[config.mk]
export PLATFORM = sky130hd
export DESIGN_NAME = branch_int_sequencer_flat
export DESIGN_NICKNAME = d
export VERILOG_FILES = /design/src/rtl/cu_pkg.sv /design/src/rtl/branch_int_sequencer_if.sv /design/src/rtl/branch_cond_eval.sv /design/src/rtl/branch_int_sequencer.sv /design/src/flat_wrapper.sv
export SDC_FILE = /design/constraint.sdc
export NUM_CORES = 1
export LEC_CHECK = 0
export CAP_MARGIN = 20
export CORE_UTILIZATION = 40
export CTS_CLUSTER_SIZE = 40
export DETAILED_ROUTE_END_ITERATION = 7
export PLACE_DENSITY = 0.73
export SYNTH_ARGS = -nofsm -noshare
export SYNTH_HDL_FRONTEND = slang
export SYNTH_SLANG_ARGS = --single-unit
[constraint.sdc]
create_clock -name clk -period 2.5 [get_ports clk]
set_input_delay 0.25 -clock clk [delete_from_list [all_inputs] [get_ports clk]]
set_output_delay 0.25 -clock clk [all_outputs]
set_load 0.01 [all_outputs]
[src/rtl/cu_pkg.sv]
// Shared control-unit definitions: branch op codes, PC select codes and the
// interrupt-entry state encoding.
package cu_pkg;

  localparam int unsigned BU_W     = 3;
  localparam int unsigned PC_SEL_W = 2;

  localparam logic [BU_W-1:0] BU_NONE = 3'b000;
  localparam logic [BU_W-1:0] BU_JZ   = 3'b001;
  localparam logic [BU_W-1:0] BU_JN   = 3'b010;
  localparam logic [BU_W-1:0] BU_JC   = 3'b011;
  localparam logic [BU_W-1:0] BU_JV   = 3'b100;
  localparam logic [BU_W-1:0] BU_LOOP = 3'b101;

  localparam logic [PC_SEL_W-1:0] PC_SEL_SEQ = 2'b00;
  localparam logic [PC_SEL_W-1:0] PC_SEL_BR  = 2'b01;
  localparam logic [PC_SEL_W-1:0] PC_SEL_VEC = 2'b10;

  typedef enum logic [1:0] {
    IDLE      = 2'b00,
    INT_PUSH  = 2'b01,
    INT_VEC   = 2'b10,
    INT_DRAIN = 2'b11
  } state_t;

  // Condition inputs seen by the EX-stage branch
  typedef struct packed {
    logic z;
    logic n;
    logic c;
    logic v;
    logic loop_nz;
  } cond_flags_t;

endpackage

[src/rtl/branch_int_sequencer_if.sv]
// Pipeline-control bundle between the hazard/CU/ALU side and the branch and
// interrupt sequencer. br_cnt/int_cnt exist only when BIS_STATS_EN is defined.
interface branch_int_sequencer_if
`ifdef BIS_STATS_EN
  #(parameter int unsigned STAT_W = 16)
`endif
  ();
  import cu_pkg::*;

  logic                intr;
  logic                stall;
  logic [BU_W-1:0]     bu_op;
  logic                flag_z;
  logic                flag_n;
  logic                flag_c;
  logic                flag_v;
  logic                loop_nz;

  logic                sf1;
  logic [PC_SEL_W-1:0] pc_sel;
  logic                flush_if_id;
  logic                flush_id_ex;
  logic                push_pc;
  logic                taken;
  logic                busy;
`ifdef BIS_STATS_EN
  logic [STAT_W-1:0]   br_cnt;
  logic [STAT_W-1:0]   int_cnt;
`endif

  modport master (
    output intr, stall, bu_op, flag_z, flag_n, flag_c, flag_v, loop_nz,
    input  sf1, pc_sel, flush_if_id, flush_id_ex, push_pc, taken, busy
`ifdef BIS_STATS_EN
    , input br_cnt, int_cnt
`endif
  );

  modport slave (
    input  intr, stall, bu_op, flag_z, flag_n, flag_c, flag_v, loop_nz,
    output sf1, pc_sel, flush_if_id, flush_id_ex, push_pc, taken, busy
`ifdef BIS_STATS_EN
    , output br_cnt, int_cnt
`endif
  );

endinterface

[src/rtl/branch_cond_eval.sv]
// Resolves the EX-stage branch op against the CCR flags / loop counter status.
module branch_cond_eval
  import cu_pkg::*;
(
  input  logic [BU_W-1:0] bu_op,
  input  cond_flags_t     flags,
  output logic            taken_c
);

  always_comb begin
    taken_c = 1'b0;
    case (bu_op)
      BU_NONE: taken_c = 1'b0;
      BU_JZ:   taken_c = flags.z;
      BU_JN:   taken_c = flags.n;
      BU_JC:   taken_c = flags.c;
      BU_JV:   taken_c = flags.v;
      BU_LOOP: taken_c = flags.loop_nz;
      default: taken_c = 1'b0;
    endcase
  end

endmodule

[src/rtl/branch_int_sequencer.sv]
// PC redirection / flush sequencing for branches and interrupt entry.
// Optional statistics counters are built when BIS_STATS_EN is defined.
module branch_int_sequencer
  import cu_pkg::*;
#(
  parameter int unsigned DRAIN_CYCLES = 2
`ifdef BIS_STATS_EN
  , parameter int unsigned STAT_W = 16
`endif
) (
  input logic                   clk,
  input logic                   rst,
  branch_int_sequencer_if.slave bus
);

  localparam int unsigned      CNT_W      = 3;
  localparam logic [CNT_W-1:0] DRAIN_LAST = CNT_W'(DRAIN_CYCLES - 1);

  state_t              state, state_d;
  logic                intr_q;
  logic                int_pend, int_pend_d;
  logic                sf1, sf1_d;
  logic [CNT_W-1:0]    drain_cnt, drain_cnt_d;
  logic                rise, req, cond_taken, enter_push;
  logic                taken, push_pc, flush_if_id, flush_id_ex;
  logic [PC_SEL_W-1:0] pc_sel;
  cond_flags_t         flags;

  assign flags = '{z: bus.flag_z, n: bus.flag_n, c: bus.flag_c,
                   v: bus.flag_v, loop_nz: bus.loop_nz};

  branch_cond_eval u_cond (
    .bu_op   (bus.bu_op),
    .flags   (flags),
    .taken_c (cond_taken)
  );

  // Next state and control strobes; nothing advances while stalled or in reset
  always_comb begin
    state_d     = state;
    drain_cnt_d = drain_cnt;
    enter_push  = 1'b0;
    pc_sel      = PC_SEL_SEQ;
    flush_if_id = 1'b0;
    flush_id_ex = 1'b0;
    push_pc     = 1'b0;
    rise        = bus.intr & ~intr_q;
    req         = int_pend | rise;
    taken       = cond_taken & ~bus.stall & ~rst & (state == IDLE);

    if (!rst && !bus.stall) begin
      case (state)
        IDLE: begin
          // A taken branch wins; entry follows next cycle so the target is saved
          if (taken) begin
            pc_sel      = PC_SEL_BR;
            flush_if_id = 1'b1;
            flush_id_ex = 1'b1;
          end else if (req) begin
            state_d    = INT_PUSH;
            enter_push = 1'b1;
          end
        end
        INT_PUSH: begin
          push_pc     = 1'b1;
          flush_if_id = 1'b1;
          state_d     = INT_VEC;
        end
        INT_VEC: begin
          pc_sel      = PC_SEL_VEC;
          flush_if_id = 1'b1;
          flush_id_ex = 1'b1;
          drain_cnt_d = '0;
          state_d     = INT_DRAIN;
        end
        INT_DRAIN: begin
          if (drain_cnt == DRAIN_LAST) state_d = IDLE;
          else                         drain_cnt_d = drain_cnt + CNT_W'(1);
        end
        default: state_d = IDLE;
      endcase
    end

    // A fresh edge arriving while an older request is consumed stays queued
    int_pend_d = enter_push ? (int_pend & rise) : (int_pend | rise);

    sf1_d = sf1;
    if (enter_push)                                  sf1_d = 1'b1;
    else if (state == INT_DRAIN && state_d == IDLE)  sf1_d = 1'b0;
  end

  always_ff @(posedge clk or posedge rst) begin
    if (rst) begin
      state     <= IDLE;
      intr_q    <= 1'b0;
      int_pend  <= 1'b0;
      sf1       <= 1'b0;
      drain_cnt <= '0;
    end else begin
      state     <= state_d;
      intr_q    <= bus.intr;
      int_pend  <= int_pend_d;
      sf1       <= sf1_d;
      drain_cnt <= drain_cnt_d;
    end
  end

  assign bus.sf1         = sf1;
  assign bus.pc_sel      = pc_sel;
  assign bus.flush_if_id = flush_if_id;
  assign bus.flush_id_ex = flush_id_ex;
  assign bus.push_pc     = push_pc;
  assign bus.taken       = taken;
  assign bus.busy        = (state != IDLE) & ~rst;

`ifdef BIS_STATS_EN
  logic [STAT_W-1:0] br_cnt, int_cnt;

  // Saturating event counters
  always_ff @(posedge clk or posedge rst) begin
    if (rst) begin
      br_cnt  <= '0;
      int_cnt <= '0;
    end else begin
      if (taken && (br_cnt != '1))       br_cnt  <= br_cnt + STAT_W'(1);
      if (enter_push && (int_cnt != '1)) int_cnt <= int_cnt + STAT_W'(1);
    end
  end

  assign bus.br_cnt  = br_cnt;
  assign bus.int_cnt = int_cnt;
`endif

endmodule

[src/flat_wrapper.sv]
// flat-port wrapper written by rule: the top's interface ports become plain ports
module branch_int_sequencer_flat import cu_pkg::*;
#(
  parameter int unsigned DRAIN_CYCLES = 2

)
  (clk, rst, bus_intr, bus_stall, bus_bu_op, bus_flag_z, bus_flag_n, bus_flag_c, bus_flag_v, bus_loop_nz, bus_sf1, bus_pc_sel, bus_flush_if_id, bus_flush_id_ex, bus_push_pc, bus_taken, bus_busy);
  branch_int_sequencer_if bus_i ();
  input logic clk;
  input logic rst;
  input wire logic [$bits(bus_i.intr)-1:0] bus_intr;
  input wire logic [$bits(bus_i.stall)-1:0] bus_stall;
  input wire logic [$bits(bus_i.bu_op)-1:0] bus_bu_op;
  input wire logic [$bits(bus_i.flag_z)-1:0] bus_flag_z;
  input wire logic [$bits(bus_i.flag_n)-1:0] bus_flag_n;
  input wire logic [$bits(bus_i.flag_c)-1:0] bus_flag_c;
  input wire logic [$bits(bus_i.flag_v)-1:0] bus_flag_v;
  input wire logic [$bits(bus_i.loop_nz)-1:0] bus_loop_nz;
  output wire logic [$bits(bus_i.sf1)-1:0] bus_sf1;
  output wire logic [$bits(bus_i.pc_sel)-1:0] bus_pc_sel;
  output wire logic [$bits(bus_i.flush_if_id)-1:0] bus_flush_if_id;
  output wire logic [$bits(bus_i.flush_id_ex)-1:0] bus_flush_id_ex;
  output wire logic [$bits(bus_i.push_pc)-1:0] bus_push_pc;
  output wire logic [$bits(bus_i.taken)-1:0] bus_taken;
  output wire logic [$bits(bus_i.busy)-1:0] bus_busy;
  assign bus_i.intr = bus_intr;
  assign bus_i.stall = bus_stall;
  assign bus_i.bu_op = bus_bu_op;
  assign bus_i.flag_z = bus_flag_z;
  assign bus_i.flag_n = bus_flag_n;
  assign bus_i.flag_c = bus_flag_c;
  assign bus_i.flag_v = bus_flag_v;
  assign bus_i.loop_nz = bus_loop_nz;
  assign bus_sf1 = bus_i.sf1;
  assign bus_pc_sel = bus_i.pc_sel;
  assign bus_flush_if_id = bus_i.flush_if_id;
  assign bus_flush_id_ex = bus_i.flush_id_ex;
  assign bus_push_pc = bus_i.push_pc;
  assign bus_taken = bus_i.taken;
  assign bus_busy = bus_i.busy;
  branch_int_sequencer #(.DRAIN_CYCLES(DRAIN_CYCLES)) u_core (.clk(clk), .rst(rst), .bus(bus_i));
endmodule
==> results_dict.tcl, run 1 <==
set metrics [dict create \
    status "finished, final reports clean" \
    cts_root_buffer "clkbuf_4" \
    first_pass_iters 4 \
    drt_iter0_drc 22 \
    avgSynthCellArea_sq_um 8.92 \
    period_minus_slack_ns 2.37 \
    num-nets-final 114 \
    core_sq_um 1380 \
    htree_levels 1 \
    seq_area_frac_synth 0.316 \
    clk_pin_slew_ns 0.06 \
    die_w_um 41.8 \
    syn_inst 71 \
    grt_max_degree 9 \
    synth.distinct_cells 29 \
    grt_pass1_wl_um 2550 \
    ir_worst_vdd_mv 0.509 \
    overflow 0 \
    max_cap_viol_count 0 \
    tns_ns 0 \
    end_kind "output pin" \
    setup.worst_path.class "in -> out" \
    ioPinCount 20 \
    postCtsSetupRepairBufs 0 \
    slew_violations 0 \
    gp_congestion 0.785 \
    clockBufferDepth 2 \
    grt_util_all_layers 0.191 \
    utilization 0.630 \
    max_freq_mhz 422 \
    stdcell_count 108 \
    tightest_slew_ns 0.381 \
    register_area_sq_um 200 \
    portBuffers 19 \
    hold_path_class "in -> async" \
    cts_hold_buf 0 \
    required_ns 2.25 \
    power_density_nw_per_um2 658 \
    netlist_area_sq_um 633 \
    worstSkewPairLatency_ns 0.26 \
    yosysWarnings 0 \
    cts_tree "yes" \
    post-place-cells 105 \
    cts_buffers 3 \
    drt-total-wl_um 1530 \
    power_leakage_uw 0.000386 \
    synthesis.nets 90 \
    met2_usage 0.297 \
    fillers 127 \
    vias 618 \
    holdWs_ns 0.354 \
    drive_gt1_frac 0.0753 \
    cts.sinks 8 \
    via_per_inst 5.72 \
    critPathArrivalTime_ns 2.12 \
    die-area_sq_um 1750 \
    multi_input_area_sq_um 405 \
    grt_pass1_vias 587 \
    drc 0 \
    maxSlewHeadroom 0.744 \
    startpoint_type "input port" \
    dp_hpwl_um 1210 \
    diodes 0 \
    start_util 0.458 \
    cts_resized 0 \
    grtUsageMet3 0.0652 \
    area_growth_pct 37.5 \
    grtUsageMet1 0.253 \
    crit_fanout 4 \
    finalHoldViolations 0 \
    rsz0062_at_grt "false" \
    antenna_found_initial 0 \
    busiest_layer "met2" \
    fin_skew_ns 0.0101 \
    die_h_um 41.8 \
    synth-seq-cells 8 \
    std_cell_rows 13 \
    min_period_over_period 0.947 \
    antenna_left 0 \
    wl_per_cell_um 14.2 \
    finalSetupViolCount 0 \
]
[cell type report]
| cell class | instances | share of cell area |
|---|---|---|
| sequential | 8 | 0.230 |
| multi-input combinational | 56 | 0.466 |
| inverter | 5 | 0.0216 |
| timing repair buffer | 21 | 0.236 |
| clock buffer | 3 | 0.0259 |
| tap | 15 | 0.0216 |
[power breakdown]
group	switching [uW]	leakage, uW	total [uW]	internal [uW]
Clock	45.0	0.0000138	100	55.0
Sequential	40.0	0.0000902	209	169
Combinational	132	0.000282	264	132
Total	217	0.000386	573	356
[cells in the mapped netlist]
library cell  number  area (sq um)
a21o_1             2          15.0
or2_0              1          6.26
nor2_1             7          26.3
nor3_1             2          10.0
nand2_1            1          3.75
a21boi_1           1          7.51
a21oi_1            1          5.00
ha_1               7          87.6
a221oi_1           1          8.76
a221o_1            1          10.0
o21ai_0            8          40.0
mux2_2             1          11.3
o21a_1             1          7.51
buf_2              1          5.00
nand3_1            4          20.0
inv_1              5          18.8
and4_1             2          17.5
nand2b_1           1          6.26
and2_1             2          12.5
o211ai_1           3          22.5
a22o_1             1          8.76
mux2i_1            2          20.0
a31oi_1            1          6.26
dfrtp_1            8           200
nor2b_1            1          6.26
o31ai_1            1          7.51
o32ai_2            1          16.3
clkbuf_1           1          3.75
nand3b_1           3          22.5
[through the flow]
step           worst slack (ns)  power (uW)  cell area, sq um
4_1_cts                   0.127         573               871
2_1_floorplan             0.851         370               633
6_report                  0.133         573               871
5_1_grt                  0.0515         612               871
3_3_place_gp              0.195         457               848
3_5_place_dp              0.131         470               848
[critical path: stages]
cell,delay [ns]
clkdlybuf4s50_1,0.53
mux2i_1,0.12
o211ai_1,0.30
and4_1,0.28
o21a_1,0.12
clkdlybuf4s50_1,0.53
[worst paths after layout]
path	from	depth (start not counted)	endpoint	slack, ns
setup / recovery	bus_bu_op[2]	6	bus_flush_if_id	0.13
hold / removal	rst	2	u_core.state[1]$_DFF_PP0_	0.35
setup reg to reg	u_core.state[0]$_DFF_PP0_	6	u_core.bus.sf1$_DFFE_PP0P_	0.49
hold reg to reg	u_core.bus.sf1$_DFFE_PP0P_	1	u_core.bus.sf1$_DFFE_PP0P_	0.49
max in group asynchronous	rst	2	u_core.drain_cnt[0]$_DFFE_PP0P_	1.90
min in group clk	bus_intr	1	u_core.intr_q$_DFF_PP0_	0.47
[flip-flops by register name (all words and copies together), names as in the netlist]
name and flops:
u_core.drain_cnt 3, u_core.state 2, u_core.bus.sf1 1, u_core.int_pend 1
u_core.intr_q 1
[cells by family (layout without fill, tap and decap cells)]
logic type / count (synthesis) / in the layout / synth area share
adders and majority gates: 7 / 7 / 0.138
buffers and inverters: 7 / 29 / 0.0435
DFF: 8 / 8 / 0.316
AOI/OAI and AO/OA: 22 / 22 / 0.245
and+or+nand+nor: 24 / 24 / 0.208
muxes: 3 / 3 / 0.0494
[placed cells by master, fill, tap and decap left out, types with 2 or more instances in the layout]
cell	count
a21o_1	2
and2_1	2
and4_1	2
buf_4	2
clkbuf_4	3
clkdlybuf4s50_1	19
dfrtp_1	8
ha_1	7
inv_1	5
mux2i_1	2
nand3_1	4
nand3b_1	3
nor2_1	7
nor3_1	2
o211ai_1	3
o21ai_0	8
[metal layers]
layer / vias up / wire, um
li1: 306 / -
met1: 295 / 728
met2: 15 / 736
met3: 2 / 61
met4: 0 / 5
met5: - / 0
Power figures use the tool's default switching activity.
==> run 2: changes to the inputs <==
--- a/config.mk
+++ b/config.mk
@@ -6,10 +6,11 @@
 export NUM_CORES = 1
 export LEC_CHECK = 0
 export CAP_MARGIN = 20
-export CORE_UTILIZATION = 40
+export CORE_UTILIZATION = 48
 export CTS_CLUSTER_SIZE = 40
 export DETAILED_ROUTE_END_ITERATION = 7
-export PLACE_DENSITY = 0.73
+export PLACE_DENSITY = 0.84
+export REMOVE_ABC_BUFFERS = 1
 export SYNTH_ARGS = -nofsm -noshare
 export SYNTH_HDL_FRONTEND = slang
 export SYNTH_SLANG_ARGS = --single-unit
==> run 2 against run 1 <==
Net effect: sequential power about the same; count of clock-buffer cells in the layout unchanged; register-to-register slack worse by 0.02 ns; fmax up 0.33%; clock power about the same; worst setup slack better by 0.0078 ns; critical endpoint unchanged; first-iteration DRC count down 23%; routed wire length up 0.98%; power down 0.72%; combinational power down 3%; largest cell class unchanged; non-clock buffer count unchanged.
==> results_dict.tcl, run 2 (synthesis gave the netlist of run 1 again) <==
set metrics [dict create \
    status "finished, final reports clean" \
    clk_pin_slew_ns 0.06 \
    vias 609 \
    clockBufferDepth 2 \
    drt-total-wl_um 1550 \
    cts_tree "yes" \
    drive_gt1_frac 0.0753 \
    gp_congestion 0.804 \
    power_density_nw_per_um2 654 \
    critPathArrivalTime_ns 2.11 \
    cpMostUsedCell "clkdlybuf4s50_1" \
    utilization 0.743 \
    cts_hold_buf 0 \
    slowest_delay_ns 0.54 \
    biggestRegsByFlops "u_core.drain_cnt: 3 flops, u_core.state: 2 flops" \
    reg2reg_from "u_core.state[0]$_DFF_PP0_" \
    drt_iter0_drc 17 \
    antenna_found_initial 0 \
    portBuffers 19 \
    grt_util_all_layers 0.264 \
    setup.worst_path.class "in -> out" \
    ir_worst_vdd_mv 0.480 \
    overflow 0 \
    end_kind "output pin" \
    grt_pass1_wl_um 2540 \
    crit_slowest_cell "clkdlybuf4s50_1" \
    grt_pass1_vias 570 \
    crit_fanout 4 \
    period_minus_slack_ns 2.36 \
    max_cap_viol_count 0 \
    drc 0 \
    cp_cell_sequence "clkdlybuf4s50_1, mux2i_1, o211ai_1, and4_1, o21a_1, clkdlybuf4s50_1" \
    cts_root_buffer "clkbuf_4" \
    wl_per_cell_um 14.4 \
    htree_levels 1 \
    layout_commonest_cell "clkdlybuf4s50_1" \
    min_period_over_period 0.944 \
    rsz0062_at_grt "false" \
    finalSetupViolCount 0 \
    antenna_left 0 \
    std_cell_rows 12 \
    die-area_sq_um 1470 \
    cts.sinks 8 \
    finalHoldViolations 0 \
    die_h_um 38.3 \
    fin_skew_ns 0.0144 \
    start_util 0.541 \
    grt_max_degree 10 \
    power_leakage_uw 0.000386 \
    diodes 0 \
    slew_violations 0 \
    core_sq_um 1170 \
    required_ns 2.25 \
    hold_path_class "in -> async" \
    cts_resized 0 \
    maxSlewHeadroom 0.730 \
    reg2reg_to "u_core.state[0]$_DFF_PP0_" \
    via_per_inst 5.69 \
    die_w_um 38.3 \
    max_freq_mhz 424 \
    top_register "u_core.drain_cnt" \
    tightest_slew_ns 0.402 \
    worstSkewPairLatency_ns 0.26 \
    dp_hpwl_um 1160 \
    layout_common_cells "19 x clkdlybuf4s50_1, 8 x o21ai_0, 8 x dfrtp_1" \
    ioPinCount 20 \
    holdWs_ns 0.335 \
    area_growth_pct 37.4 \
    first_pass_iters 3 \
    fillers 86 \
    num-nets-final 114 \
    rr_worst_depth 6 \
    largest_reg_flops 3 \
    postCtsSetupRepairBufs 0 \
    tns_ns 0 \
    startpoint_type "input port" \
    r2r_slack_ns 0.47 \
    cts_buffers 3 \
]
## run 2: cell counts in the layout (fill, tap and decap cells not counted)
Identical to the previous run, type by type.
## run 2: power by group
group          internal, uW  leakage, uW  switching [uW]
combinational           130     0.000282             127
sequential              169    0.0000902            39.9
clock                  55.2    0.0000138            47.5
total                   354     0.000386             214
## run 2: worst max-delay path: cells and delay by family
family,cells,cell delay (ns)
AOI/OAI and AO/OA,2,0.41
buffers and inverters,2,1.06
muxes,1,0.11
and+or+nand+nor,1,0.28
## run 2: metal layers
layer / up-vias / routed length, um / global-route usage
li1: 307 / - / -
met4: 0 / 20 / 0.116
met3: 4 / 72 / 0.0872
met5: - / 0 / 0
met2: 14 / 730 / 0.411
met1: 284 / 722 / 0.330
## run 2: how the worst max path moves through the flow
stage,cells after the start,to,startpoint,slack (ns)
2_1_floorplan,6,u_core.state[0]$_DFF_PP0_,u_core.state[0]$_DFF_PP0_,0.85
5_1_grt,6,bus_flush_if_id,bus_bu_op[2],0.04
4_1_cts,6,bus_flush_if_id,bus_bu_op[2],0.17
6_report,6,bus_flush_if_id,bus_bu_op[2],0.14
3_3_place_gp,6,bus_flush_if_id,bus_bu_op[2],0.21
3_5_place_dp,6,bus_flush_if_id,bus_bu_op[2],0.17
## run 2: cell type report
type	instances	area (sq um)	area share
flip-flops and latches	8	200	0.230
inverters	5	18.8	0.0216
clock buffers	3	22.5	0.0259
repair buffers	21	205	0.236
well taps	14	17.5	0.0201
multi-input cells	56	405	0.466
## run 2: stage by stage
stage	cell area [sq um]	std cells	power, uW	setup slack (ns)
floorplan	624	69	369	0.851
global placement	847	104	455	0.214
detailed placement	847	104	463	0.171
CTS	870	107	571	0.171
global route	870	107	618	0.0391
finish	870	107	569	0.141
